[config.mk]
export PLATFORM = sky130hd
export DESIGN_NAME = dff_lc_pipe
export DESIGN_NICKNAME = d
export VERILOG_FILES = /design/src/rtl/dff_lc_pipe.sv
export SDC_FILE = /design/constraint.sdc
export NUM_CORES = 1
export LEC_CHECK = 0
export CAP_MARGIN = 20
export CORE_ASPECT_RATIO = 1.2
export CORE_MARGIN = 1.5
export CORE_UTILIZATION = 50
export DETAILED_ROUTE_END_ITERATION = 10
export DONT_BUFFER_PORTS = 1
export GPL_TIMING_DRIVEN = 1
export HOLD_SLACK_MARGIN = 0.15
export PLACE_DENSITY_LB_ADDON = 0.1
export SETUP_SLACK_MARGIN = 0.05
export SYNTH_ARGS = -nofsm -noshare
export SYNTH_HDL_FRONTEND = slang
export SYNTH_SLANG_ARGS = --single-unit
[constraint.sdc]
create_clock -name clk -period 2.6 [get_ports clk]
set_input_delay 0.65 -clock clk [delete_from_list [all_inputs] [get_ports clk]]
set_output_delay 0.65 -clock clk [all_outputs]
set_load 0.03 [all_outputs]
[src/rtl/dff_lc_pipe.sv]
// ---------------------------------------------------------------------------
// dff_lc_pipe
// Stallable multi-stage level-conversion register pipeline. It carries signed
// DCT coefficient words across a voltage-domain boundary and has a
// valid/ready handshake, bubble collapsing, flush and an occupancy count.
//
// Parameters:
//   WIDTH  data word width in bits (signed), >= 1
//   DEPTH  number of register stages, >= 1
//
// Ports:
//   clk          clock; all state updates on the rising edge
//   rst          synchronous, active-high reset (overrides wr_en and flush)
//   wr_en        global enable; low freezes all state
//   flush        synchronous clear of every valid bit (only when wr_en=1)
//   in_valid     upstream word valid
//   in_ready     pipeline can accept a word this cycle (combinational)
//   in_data      signed input word
//   out_valid    word available at the last stage (combinational)
//   out_ready    downstream accepts the word
//   out_data     signed word held in stage DEPTH-1
//   count        number of occupied stages (0..DEPTH)
//   out_par_err  stored parity disagrees with the word leaving (combinational)
//
// Build option:
//   LC_PIPE_PARITY_EN  when defined, each stage also stores the even parity of
//                      its word, and out_par_err reports a mismatch at the
//                      output. When undefined, out_par_err is tied to 0.
// ---------------------------------------------------------------------------
module dff_lc_pipe #(
  parameter int unsigned WIDTH = 8,
  parameter int unsigned DEPTH = 4,
  localparam int unsigned CW   = $clog2(DEPTH + 1)
) (
  input  logic                    clk,
  input  logic                    rst,
  input  logic                    wr_en,
  input  logic                    flush,
  input  logic                    in_valid,
  output logic                    in_ready,
  input  logic signed [WIDTH-1:0] in_data,
  output logic                    out_valid,
  input  logic                    out_ready,
  output logic signed [WIDTH-1:0] out_data,
  output logic [CW-1:0]           count,
  output logic                    out_par_err
);

  // Per-stage state: valid bit and data word. Stage 0 is the input side.
  logic [DEPTH-1:0] v_q, v_d;
  logic [WIDTH-1:0] d_q [DEPTH];
  logic [WIDTH-1:0] d_d [DEPTH];
  logic [CW-1:0]    count_q, count_d;

`ifdef LC_PIPE_PARITY_EN
  logic [DEPTH-1:0] par_q, par_d;
`endif

  // Handshake terms
  logic             active_c;
  logic             pop_c;
  logic             push_c;
  logic [DEPTH-1:0] free_c;

  // The pipe only moves when enabled and not being flushed.
  assign active_c  = wr_en & ~flush;
  assign out_valid = v_q[DEPTH-1] & active_c;
  assign pop_c     = out_valid & out_ready;
  assign in_ready  = free_c[0] & active_c;
  assign push_c    = in_valid & in_ready;
  assign out_data  = d_q[DEPTH-1];
  assign count     = count_q;

  // A stage is free when it is empty or everything downstream of it can move.
  // This collapses bubbles. A running variable avoids a self-referencing vector.
  always_comb begin
    logic f;
    free_c = '0;
    f = ~v_q[DEPTH-1] | pop_c;
    free_c[DEPTH-1] = f;
    for (int i = int'(DEPTH) - 2; i >= 0; i--) begin
      f = ~v_q[i] | f;
      free_c[i] = f;
    end
  end

  // Next-state: shift into free stages. Data only loads behind a valid bit.
  always_comb begin
    v_d     = v_q;
    d_d     = d_q;
    count_d = count_q;
`ifdef LC_PIPE_PARITY_EN
    par_d   = par_q;
`endif
    if (active_c) begin
      for (int unsigned i = 1; i < DEPTH; i++) begin
        if (free_c[i]) begin
          v_d[i] = v_q[i-1];
          if (v_q[i-1]) begin
            d_d[i] = d_q[i-1];
`ifdef LC_PIPE_PARITY_EN
            par_d[i] = par_q[i-1];
`endif
          end
        end
      end
      if (free_c[0]) begin
        v_d[0] = push_c;
        if (push_c) begin
          d_d[0] = in_data;
`ifdef LC_PIPE_PARITY_EN
          par_d[0] = ^in_data;
`endif
        end
      end
      // Push and pop together leave the occupancy unchanged.
      case ({push_c, pop_c})
        2'b10:   count_d = count_q + CW'(1);
        2'b01:   count_d = count_q - CW'(1);
        default: count_d = count_q;
      endcase
    end else if (wr_en && flush) begin
      // Flush drops every word but leaves the data registers untouched.
      v_d     = '0;
      count_d = '0;
    end
  end

  // State registers with synchronous reset
  always_ff @(posedge clk) begin
    if (rst) begin
      v_q     <= '0;
      count_q <= '0;
      for (int unsigned i = 0; i < DEPTH; i++) begin
        d_q[i] <= '0;
      end
`ifdef LC_PIPE_PARITY_EN
      par_q   <= '0;
`endif
    end else begin
      v_q     <= v_d;
      count_q <= count_d;
      d_q     <= d_d;
`ifdef LC_PIPE_PARITY_EN
      par_q   <= par_d;
`endif
    end
  end

`ifdef LC_PIPE_PARITY_EN
  // Flag a word whose recomputed parity disagrees with the parity stored for it.
  assign out_par_err = out_valid & ((^d_q[DEPTH-1]) != par_q[DEPTH-1]);
`else
  assign out_par_err = 1'b0;
`endif

endmodule

; Word level (Yosys, flattened, before mapping)
; Cells that the tools add are included.
[word_totals]
output_inout_bits = 14
elab_cells = 52
regBits = 39
input_bits = 14
[classes]
bitwise = 14
muxes = 9
add_sub_neg = 2
reduce_logical = 11
n_eq_ne = 7
[ops]
columns = op, count
row1 = AND reduction 3 bit, 4
row2 = AND reduction 2 bit, 5
row3 = two-way mux 4 bit, 2
row4 = != test 2 x 1 -> 1 bit (second input constant), 4
row5 = two-way mux 3 bit, 2
row6 = one-hot mux 3 bit (2 select lines), 1
row7 = AND 1 bit, 5
row8 = NOT 1 bit, 5
row9 = two-way mux 1 bit, 4
row10 = bitwise OR 1 bit, 4
row11 = adder 3 x 1 -> 3 bit (second input constant), 1
row12 = != test 3 x 1 -> 1 bit (second input constant), 1
row13 = subtractor 3 x 1 -> 3 bit (second input constant), 1
row14 = equality test 2 x 1 -> 1 bit (second input constant), 1
row15 = equality test 2 bit (second input constant), 1
row16 = nonzero test 2 bit, 1
row17 = logical AND 1 bit, 1

; Longest topological paths before layout
; Gate-level depths: netlist of run 1.
[logic_depth]
word_depth = 13
depth_mapped = 8
depth_no_buf = 7

; Least setup slack after synthesis of run 1
; No wires, ideal clock.
[synth_timing]
path_type = in2out
startpoint = in out_ready
endpoint = out in_ready
arrival_ps = 1357
stages = 2
path_slack_ps = 593
n_path_buf = 0
required_time_ps = 1950
path_cell_list = and4b_4 > a21oi_1
[synth_via]
elab_chain_cells = 6
[synth_rtl]
columns = element, line
row1 = start: declaration, 43  ; input logic out_ready,
row2 = AND 1 bit, 68  ; assign pop_c = out_valid & out_ready;
row3 = bitwise OR 1 bit, 79  ; f = ~v_q[DEPTH-1] | pop_c;
row4 = bitwise OR 1 bit (3 in series), 82  ; f = ~v_q[i] | f;
row5 = AND 1 bit, 69  ; assign in_ready = free_c[0] & active_c;
row6 = end: declaration, 40  ; output logic in_ready,
; No other way between the ends.

; Worst setup path in the final report of run 1
[layout_timing]
startpoint = reg v_q[3]
endpoint = out in_ready
[layout_via]
elab_chain_cells = 7
word_cells_on_any_way = 8
classes_between = bitwise: 8
[layout_rtl]
columns = element, line
row1 = start: declaration, 50  ; logic [DEPTH-1:0] v_q, v_d;
row2 = start signal: assignment, 141  ; v_q <= v_d;
row3 = AND 1 bit, 67  ; assign out_valid = v_q[DEPTH-1] & active_c;
row4 = AND 1 bit, 68
row5 = bitwise OR 1 bit *, 79
row6 = bitwise OR 1 bit * (3 in series), 82
row7 = AND 1 bit *, 69
; Mark *: on every way between the ends. The rest lies on a longest branch, timed or not.

==> results of run 1 <==
## state kept, by name (all words and copies together), names as in the netlist
register  cells
count         3
d_q          24
out_data      8
v_q           4
## final timing paths
kind | slack (ps) | to | depth (start not counted)
worst max-delay path | 550 | in_ready | 3
worst min-delay path | 360 | out_data[3] | 1
worst max register to register | 910 | count[2] | 7
worst min register to register | 510 | d_q[31] | 2
## final cells by class
class / instances / area, sq um / area share [%]
Timing Repair Buffer: 1 / 7.51 / 0.449
Clock inverter: 2 / 12.5 / 0.749
Multi-Input combinational cell: 113 / 783 / 46.9
Tap cell: 36 / 45.0 / 2.70
Clock buffer: 6 / 41.3 / 2.47
Sequential cell: 39 / 781 / 46.7
## cells by family after synthesis
group / count (synthesis)
other: 1
and+or+nand+nor: 61
adders and majority gates: 1
AOI/OAI and AO/OA: 17
muxes: 33
DFF: 39
buffers and inverters: 17
## per-stage QoR
stage | power (mW) | hold WS, ps | setup WS [ps] | area [sq um] | util [%]
after floorplan | 0.660 | 460 | 593 | 1690 | -
after global routing | 0.978 | 329 | 473 | 1670 | 53.2
final | 0.942 | 359 | 549 | 1670 | 53.2
after global placement | 0.657 | 472 | 705 | 1620 | 51.5
after CTS | 0.959 | 336 | 530 | 1670 | 53.2
after detailed placement | 0.658 | 485 | 662 | 1620 | 51.5
## per-layer routing
layer / wire length (microns) / GRT usage [%]
met2: 1240 / 26.9
met1: 1360 / 19.5
met5: 0 / 0
met3: 153 / 6.21
met4: 58 / 8.04
## report_power, final
part,internal (mW),switching (mW)
Combinational,0.0168,0.0168
Clock,0.104,0.194
Sequential,0.603,0.00740
## layout by cell type, fill, tap and decap left out, types with 3 or more instances in the layout
cell type                   n
sky130_fd_sc_hd__dfxtp_1   39
sky130_fd_sc_hd__nor2_1    37
sky130_fd_sc_hd__mux2i_1   33
sky130_fd_sc_hd__nand3b_1   7
sky130_fd_sc_hd__nand2b_1   5
sky130_fd_sc_hd__clkbuf_4   5
sky130_fd_sc_hd__o21ai_0    4
sky130_fd_sc_hd__a21oi_1    3
sky130_fd_sc_hd__and3_1     3
sky130_fd_sc_hd__a22oi_1    3
## worst reg2reg max path: cells and delay by family (launching register included)
kind / cells / cell delay [ps]
multiplexers: 1 / 220
adder cells (fa/ha/maj): 1 / 220
AND/OR/NAND/NOR: 3 / 360
flip-flops: 1 / 510
AO/OA/AOI/OAI: 2 / 290
==> impl_metrics.sql, run 1 <==
INSERT INTO impl_metrics (metric_group, metric, value, unit) VALUES
('run_status', 'outcome', 'complete, no violations', ''),
('cells_and_area', 'antenna_diode_count', '0', ''),
('floorplanning', 'floorplan.die.width', '56.1', 'microns'),
('cells_and_area', 'num-nets-final', '175', ''),
('placed_design', 'io_buffers', '0', ''),
('cts', 'clk_latency', '340', 'ps'),
('synth', 'synthAdderAreaFrac', '1.18', '%'),
('cts', 'post_cts_setup_bufs', '0', ''),
('timing', 'skew', '8.47', 'ps'),
('cells_and_area', 'synth_to_final_area_change', '-1.26', '%'),
('detailed_routing', 'wirelength', '2810', 'microns'),
('power', 'max-vdd-ir-drop', '0.416', 'mV'),
('worst_setup_path', 'cp_top_family', 'flip-flops', ''),
('worst_setup_path', 'worstSetupStartpointType', 'flop', ''),
('synth', 'mappedNetlistNets', '184', ''),
('floorplanning', 'ioPinCount', '28', ''),
('cells_and_area', 'final_layout_size_suffix_gt1_share', '7.45', '%'),
('synth', 'mappedNetlistArea', '1690', 'sq um'),
('synth', 'synthesis.instances', '169', ''),
('detailed_routing', 'drt_iter0_markers', '38', ''),
('placed_design', 'dp_hpwl', '1890', 'microns'),
('timing', 'slew_headroom', '63.9', '%'),
('synth', 'main_combinational_cell_family_by_area_after_synthesis', 'multiplexers', ''),
('synth', 'synthesis.area_per_instance', '10.0', 'sq um'),
('synth', 'synth.ff_latch_count', '39', ''),
('floorplanning', 'die_area', '3740', 'sq um'),
('detailed_routing', 'drt_pre_antenna_iters', '4', ''),
('cts', 'clock_tree.htree_level_count', '2', ''),
('timing', 'finalHoldViolCount', '0', ''),
('worst_setup_path', 'cp-startpoint', 'v_q[3]', ''),
('cts', 'post_cts_resize_count', '0', ''),
('timing', 'unrepaired_setup_endpoints_after_global_routing', 'false', ''),
('synth', 'ffs_w_async_s_r_synth', '0', '%'),
('synth', 'synth_top_cell_by_area', 'sky130_fd_sc_hd__dfxtp_1', ''),
('cells_and_area', 'filler_cell_count', '298', ''),
('worst_setup_path', 'cp.required', '1950', 'ps'),
('power', 'p_leak', '0.554', 'nW'),
('synth', 'ys_warn_count', '0', ''),
('timing', 'final_max_slew_viol_count', '0', ''),
('detailed_routing', 'postRouteAntennaNets', '0', ''),
('grt', 'first_global_vias', '1067', ''),
('grt', 'grt_antenna_before_repair', '0', ''),
('timing', 'fin_setup_tns', '0', 'ps'),
('grt', 'maximum_number_of_pins_on_one_net_before_global_route_repair', '40', ''),
('cells_and_area', 'layoutNonFillerInstCount', '197', ''),
('synth', 'post_synth_and_or_nand_nor_area_fraction', '18.3', '%'),
('grt', 'grt_pass1_wl', '4710', 'microns'),
('floorplanning', 'initial_utilization', '53.9', '%'),
('grt', 'globalRouteOverflowTotal', '0', ''),
('detailed_routing', 'route.vias.total', '1080', ''),
('timing', 'layout_min_cycle_time', '2050', 'ps'),
('synth', 'synth_seq_area_share', '46.2', '%'),
('worst_setup_path', 'rr_startpoint', 'v_q[3]', ''),
('worst_setup_path', 'worstPathMaxFanout', '10', ''),
('worst_setup_path', 'endpoint_kind', 'output port', ''),
('placed_design', 'dpl.cell_count', '189', ''),
('detailed_routing', 'detail_route.vias_per_cell', '5.48', ''),
('cts', 'clock_sinks', '39', ''),
('worst_setup_path', 'crit_chain', 'and4b_4 > a21oi_1 > buf_4', ''),
('synth', 'synth_top_cells_by_area', 'sky130_fd_sc_hd__dfxtp_1, sky130_fd_sc_hd__mux2i_1, sky130_fd_sc_hd__nor2_1, sky130_fd_sc_hd__buf_4, sky130_fd_sc_hd__nand3b_1', ''),
('detailed_routing', 'post_drt_wl_per_cell', '14.3', 'microns'),
('power', 'power-per-cell-area', '564', 'nW/um^2'),
('grt', 'gr-usage-all-layers', '16.7', '%'),
('cts', 'cts.reportedPaths.clkPinSlew', '110', 'ps'),
('worst_setup_path', 'critPathKind', 'reg2out', ''),
('timing', 'layout_worst_path_cycle_share', '78.9', '%'),
('worst_setup_path', 'crit_path_top_delay_cell', 'sky130_fd_sc_hd__dfxtp_1', ''),
('synth', 'post_synth_xor_area_fraction', '0', '%'),
('floorplanning', 'placementRows', '22', ''),
('floorplanning', 'core_area', '3140', 'sq um'),
('synth', 'ys_dominant_reg_cell', 'sky130_fd_sc_hd__dfxtp_1', '');
Note: power is estimated with default switching activity, not from simulation.
==> inputs of run 2 (changes only) <==
Clock period 2.6 ns to 2 ns, I/O delays scaled along.
==> impl_metrics.sql, run 2 (same netlist as run 1, synthesis figures left out) <==
INSERT INTO impl_metrics (metric_group, metric, value, unit) VALUES
('run_status', 'outcome', 'complete, no violations', ''),
('placed_design', 'dp_slack', '188', 'ps'),
('worst_setup_path', 'rr_startpoint', 'v_q[3]', ''),
('detailed_routing', 'routed-wl-met2', '1300', 'microns'),
('floorplanning', 'placementRows', '22', ''),
('grt', 'gr-usage-all-layers', '16.3', '%'),
('worst_setup_path', 'critPathArrivalTime', '1350', 'ps'),
('detailed_routing', 'wl_met3', '146', 'microns'),
('grt', 'maximum_number_of_pins_on_one_net_before_global_route_repair', '40', ''),
('cells_and_area', 'postLayoutCellArea', '1730', 'sq um'),
('worst_setup_path', 'cp.required', '1500', 'ps'),
('timing', 'layout_worst_path_cycle_share', '92.5', '%'),
('cells_and_area', 'regMostFlops', 'd_q', ''),
('floorplanning', 'initial_utilization', '53.9', '%'),
('placed_design', 'io_buffers', '0', ''),
('timing', 'timing.final.setup_violations', '0', ''),
('worst_setup_path', 'cp-startpoint', 'v_q[2]', ''),
('floorplanning', 'floorplan.die.width', '56.1', 'microns'),
('detailed_routing', 'post_drt_wl_per_cell', '13.8', 'microns'),
('detailed_routing', 'drt_pre_antenna_iters', '3', ''),
('detailed_routing', 'postRouteAntennaNets', '0', ''),
('placed_design', 'dp_hpwl', '1910', 'microns'),
('floorplanning', 'ioPinCount', '28', ''),
('worst_hold_path', 'timing.hold.worst.start', 'rst', ''),
('worst_setup_path', 'worstSetupStartpointType', 'flop', ''),
('detailed_routing', 'drt_iter0_markers', '29', ''),
('cts', 'clock_sinks', '39', ''),
('worst_hold_path', 'min_delay_path_class', 'in2reg', ''),
('cts', 'ctsRootBufferMaster', 'sky130_fd_sc_hd__clkbuf_4', ''),
('cells_and_area', 'num-nets-final', '179', ''),
('detailed_routing', 'detail_route.vias_per_cell', '5.42', ''),
('cts', 'cts.reportedPaths.clkPinSlew', '120', 'ps'),
('timing', 'final_max_slew_viol_count', '0', ''),
('floorplanning', 'core_area', '3140', 'sq um'),
('cells_and_area', 'filler_cell_count', '306', ''),
('power', 'max-vdd-ir-drop', '0.603', 'mV'),
('cells_and_area', 'layout_commonest_cell', 'sky130_fd_sc_hd__dfxtp_1', ''),
('timing', 'maxClockFrequency', '541', 'MHz'),
('detailed_routing', 'wirelength', '2780', 'microns'),
('grt', 'grt_antenna_before_repair', '0', ''),
('power', 'p_leak', '0.594', 'nW'),
('worst_setup_path', 'endpoint_kind', 'output port', ''),
('grt', 'first_global_vias', '1063', ''),
('cells_and_area', 'final_cell_mix', 'sky130_fd_sc_hd__dfxtp_1, sky130_fd_sc_hd__nor2_1, sky130_fd_sc_hd__mux2i_1', ''),
('cts', 'clock_tree.htree_level_count', '2', ''),
('grt', 'grt_pass1_wl', '4640', 'microns'),
('floorplanning', 'die_y', '66.7', 'microns'),
('cells_and_area', 'antenna_diode_count', '0', ''),
('detailed_routing', 'route.vias.total', '1090', ''),
('cells_and_area', 'synth_to_final_area_change', '2.22', '%'),
('cts', 'cts-buffers-inserted', '5', ''),
('cells_and_area', 'max_reg_flops', '24', ''),
('power', 'power-per-cell-area', '789', 'nW/um^2'),
('timing', 'layout_min_cycle_time', '1850', 'ps'),
('worst_setup_path', 'worstPathMaxFanout', '8', ''),
('timing', 'hold-worst-slack', '206', 'ps'),
('timing', 'finalHoldViolCount', '0', ''),
('job', 'max_cap_violations', '0', ''),
('cts', 'hold_buffers', '0', ''),
('placed_design', 'place_area', '1650', 'sq um'),
('cts', 'clk_latency', '340', 'ps'),
('timing', 'postLayoutSetupSlackWorst', '150', 'ps'),
('placed_design', 'place.gp.congestion', '0.757', ''),
('cts', 'post_cts_setup_bufs', '0', ''),
('cts', 'cts-root-to-sink-buffers', '2', ''),
('floorplanning', 'die_area', '3740', 'sq um'),
('detailed_routing', 'route.layer.met1.wl', '1290', 'microns'),
('cells_and_area', 'final_layout_size_suffix_gt1_share', '10.9', '%'),
('detailed_routing', 'drc', '0', ''),
('worst_setup_path', 'critPathKind', 'reg2out', ''),
('timing', 'fin_setup_tns', '0', 'ps'),
('timing', 'unrepaired_setup_endpoints_after_global_routing', 'false', ''),
('timing', 'skew', '12.4', 'ps'),
('detailed_routing', 'dr.max_layer_used', 'met4', ''),
('grt', 'globalRouteOverflowTotal', '0', ''),
('cts', 'cts_tree', 'done', '');
-- run 2: changes by cell type in the layout (fill, tap and decap cells not counted), sizes merged --
cell	change
buf	+4
bufinv	+1
clkbuf	-1
clkinv	+1
clkinvlp	-1
-- run 2: cell type report --
type	count	area [sq um]	share of cell area, %
Clock inverter	3	43.8	2.53
Timing Repair Buffer	5	37.5	2.17
Sequential cell	39	782	45.2
Multi-Input combinational cell	113	783	45.3
Clock buffer	5	37.5	2.17
Tap cell	36	45.0	2.60
-- run 2: path summary, 6_finish.rpt --
path                            depth (start not counted)           to  slack (ps)
worst min register to register                          2      d_q[13]         510
worst max-delay path                                    3     in_ready         150
worst max register to register                          6     count[2]         380
worst min-delay path                                    1  out_data[6]         210
-- run 2: critical path, stage by stage (launching register included) --
cell and delay [ps]:
sky130_fd_sc_hd__dfxtp_1 460, sky130_fd_sc_hd__and4b_4 310, sky130_fd_sc_hd__a21oi_1 70, sky130_fd_sc_hd__buf_4 180
-- run 2: what timing repair did --
action                                  4_1_cts  5_1_grt
endpoints found under the hold margin         0        0
gates resized for setup                       0        1
endpoints found under the setup margin        0        1
-- run 2: routing by layer --
layer  vias to the layer above  track usage [%]
li1                        564                -
met2                        22             28.4
met5                         -                0
met1                       498             18.2
met3                         6             6.02
met4                         0             6.25
-- run 2: power breakdown --
| part | switching (mW) | total, mW | internal, mW |
|---|---|---|---|
| Combinational | 0.0247 | 0.0480 | 0.0233 |
| Sequential | 0.00678 | 0.791 | 0.784 |
| Clock | 0.261 | 0.524 | 0.263 |
| Total | 0.293 | 1.36 | 1.07 |
-- run 2: metrics by stage --
| stage | util [%] | total power [mW] | cells |
|---|---|---|---|
| after floorplan | - | 0.858 | 169 |
| after global placement | 52.5 | 0.857 | 193 |
| after detailed placement | 52.5 | 0.857 | 193 |
| after CTS | 55.1 | 1.39 | 201 |
| after global routing | 55.1 | 1.42 | 201 |
| final | 55.1 | 1.36 | 201 |
==> variant (flow settings as in run 1) <==
Reset style: asynchronous (`rst`), changed in one clocked block. Comments in the files are not updated.
--- a/src/rtl/dff_lc_pipe.sv
+++ b/src/rtl/dff_lc_pipe.sv
@@ -127,7 +127,7 @@
   end
 
   // State registers with synchronous reset
-  always_ff @(posedge clk) begin
+  always_ff @(posedge clk or posedge rst) begin
     if (rst) begin
       v_q     <= '0;
       count_q <= '0;
Function: differs if rst is asserted again (counterexample within 4 cycles, from zero or initial values and one cycle with rst high); with rst held inactive, the same outputs for 10 cycles.
==> variant against run 1 <==
Synthesized area up 5.7%. Largest cell class is now flip-flops and latches. Via count fell by 11%. Sequential cell count is the same. Worst setup slack worse by 0.032 ns. Final area increased by 9.5%. Wire length down 8.1%. Die area up 5.4%.
Power is not compared: it rests on default switching activity, and its combinational part moved more than twofold at a synthesized area within 25%.
==> variant: results (changes against run 1) <==
| Group | Item | Value | vs run 1 |
|---|---|---|---|
| place | Routability-driven placement congestion ratio | 0.777 | was 0.795 |
| synthesis | Register area share after synthesis | 0.546 | was 0.462 |
| run status | Outcome | complete, no violations | unchanged |
| synthesis | Number of library cell types mapped by synthesis | 31 | was 27 |
| global route | GRT Overall Usage | 0.153 | was 0.167 |
| synthesis | Proportion of synthesized flip-flops having asynchronous set or reset | 1.00 | was 0 |
| clock tree | Root Buffer | sky130_fd_sc_hd__clkbuf_8 | was sky130_fd_sc_hd__clkbuf_4 |
| global route | First-pass GRT wire length | 4.44 mm | was 4.71 mm |
| power and ir drop | Maximum resistive drop on vdd | 525 uV |  |
| clock tree | Clk pin slew, worst setup/hold paths | 0.07 ns | was 0.11 ns |
| clock tree | Clock latency of the later-clocked register in the worst-skew pair | 0.29 ns | was 0.34 ns |
| synthesis | Most instantiated cells after synthesis | 39 x sky130_fd_sc_hd__dfrtp_1, 24 x sky130_fd_sc_hd__mux2_2, 11 x sky130_fd_sc_hd__buf_4 | was 39 x sky130_fd_sc_hd__dfxtp_1, 37 x sky130_fd_sc_hd__nor2_1, 33 x sky130_fd_sc_hd__mux2i_1 |
| critical path | Slowest cell delay on critical path | 0.40 ns | was 0.51 ns |
| min path | Type of the most critical hold path | input pin to async pin | was input pin to flip-flop |
| place | Placed standard-cell area | 1740 um2 | was 1620 um2 |
| sta | Worst Skew | 0.00338 ns | was 0.00847 ns |
| place | DPL Wire Length | 1.86 mm | was 1.89 mm |
| final layout | Fraction of layout cells with a size suffix above 1 | 0.359 | was 0.0745 |
| critical path | Cell family contributing the most delay on the critical path | simple AND/OR/NAND/NOR gates | was flip-flops |
| synthesis | Synthesized net count | 146 | was 184 |
| route | Detailed Route Iter0 Violations | 39 | was 38 |
| route | Wire per inst | 15.7 um | was 14.3 um |
| critical path | Slowest cell on the critical path | sky130_fd_sc_hd__nor2b_2 | was sky130_fd_sc_hd__dfxtp_1 |
| global route | Number of global-route vias before repair | 938 | was 1067 |
| final layout | Nets@finish | 142 | was 175 |
==> variant: final cells by class <==
cell class | instances | area, um2
Sequential cell | 39 | 976
Tap cell | 37 | 46.3
Clock inverter | 2 | 12.5
Multi-Input combinational cell | 75 | 692
Inverter | 4 | 15.0
Fill cell | 291 | 1540
Timing Repair Buffer | 2 | 15.0
Clock buffer | 6 | 72.6
==> variant: worst paths after layout <==
kind	start	to	slack (ns)	cells past startpoint
worst min register to register	d_q[26]	d_q[18]	0.50	1
worst max-delay path	wr_en	out_valid	0.52	2
worst max register to register	v_q[3]	count[2]	0.80	6
max in group asynchronous	rst	v_q[2]	1.92	2
min in group clk	d_q[26]	d_q[18]	0.50	1
worst min-delay path	rst	out_data[1]	0.35	2
==> variant: logic make-up (layout without fill, tap and decap cells) <==
group,after synthesis,count (layout),synth area share
buffers and inverters,17,14,0.0672
AO/OA/AOI/OAI,18,18,0.0819
multiplexers,32,32,0.218
adder cells (fa/ha/maj),1,1,0.0112
AND/OR/NAND/NOR,23,23,0.0735
other,1,1,0.00210
flip-flops,39,39,0.546
==> variant: metal layers <==
metal,vias up,GRT usage,part of all wire
met3,6,0.0634,0.054
met2,32,0.226,0.46
li1,444,-,-
met5,-,0,0
met4,0,0.0698,0.019
met1,482,0.197,0.46
==> variant: metrics by stage <==
step | setup WS [ns] | util | instances | total power (W)
floorplan | 0.534 | - | 131 | 0.00109
global placement | 0.547 | 0.518 | 157 | 0.00111
detailed placement | 0.519 | 0.518 | 157 | 0.00113
CTS | 0.531 | 0.543 | 165 | 0.00151
global route | 0.470 | 0.543 | 165 | 0.00158
finish | 0.517 | 0.543 | 165 | 0.00149
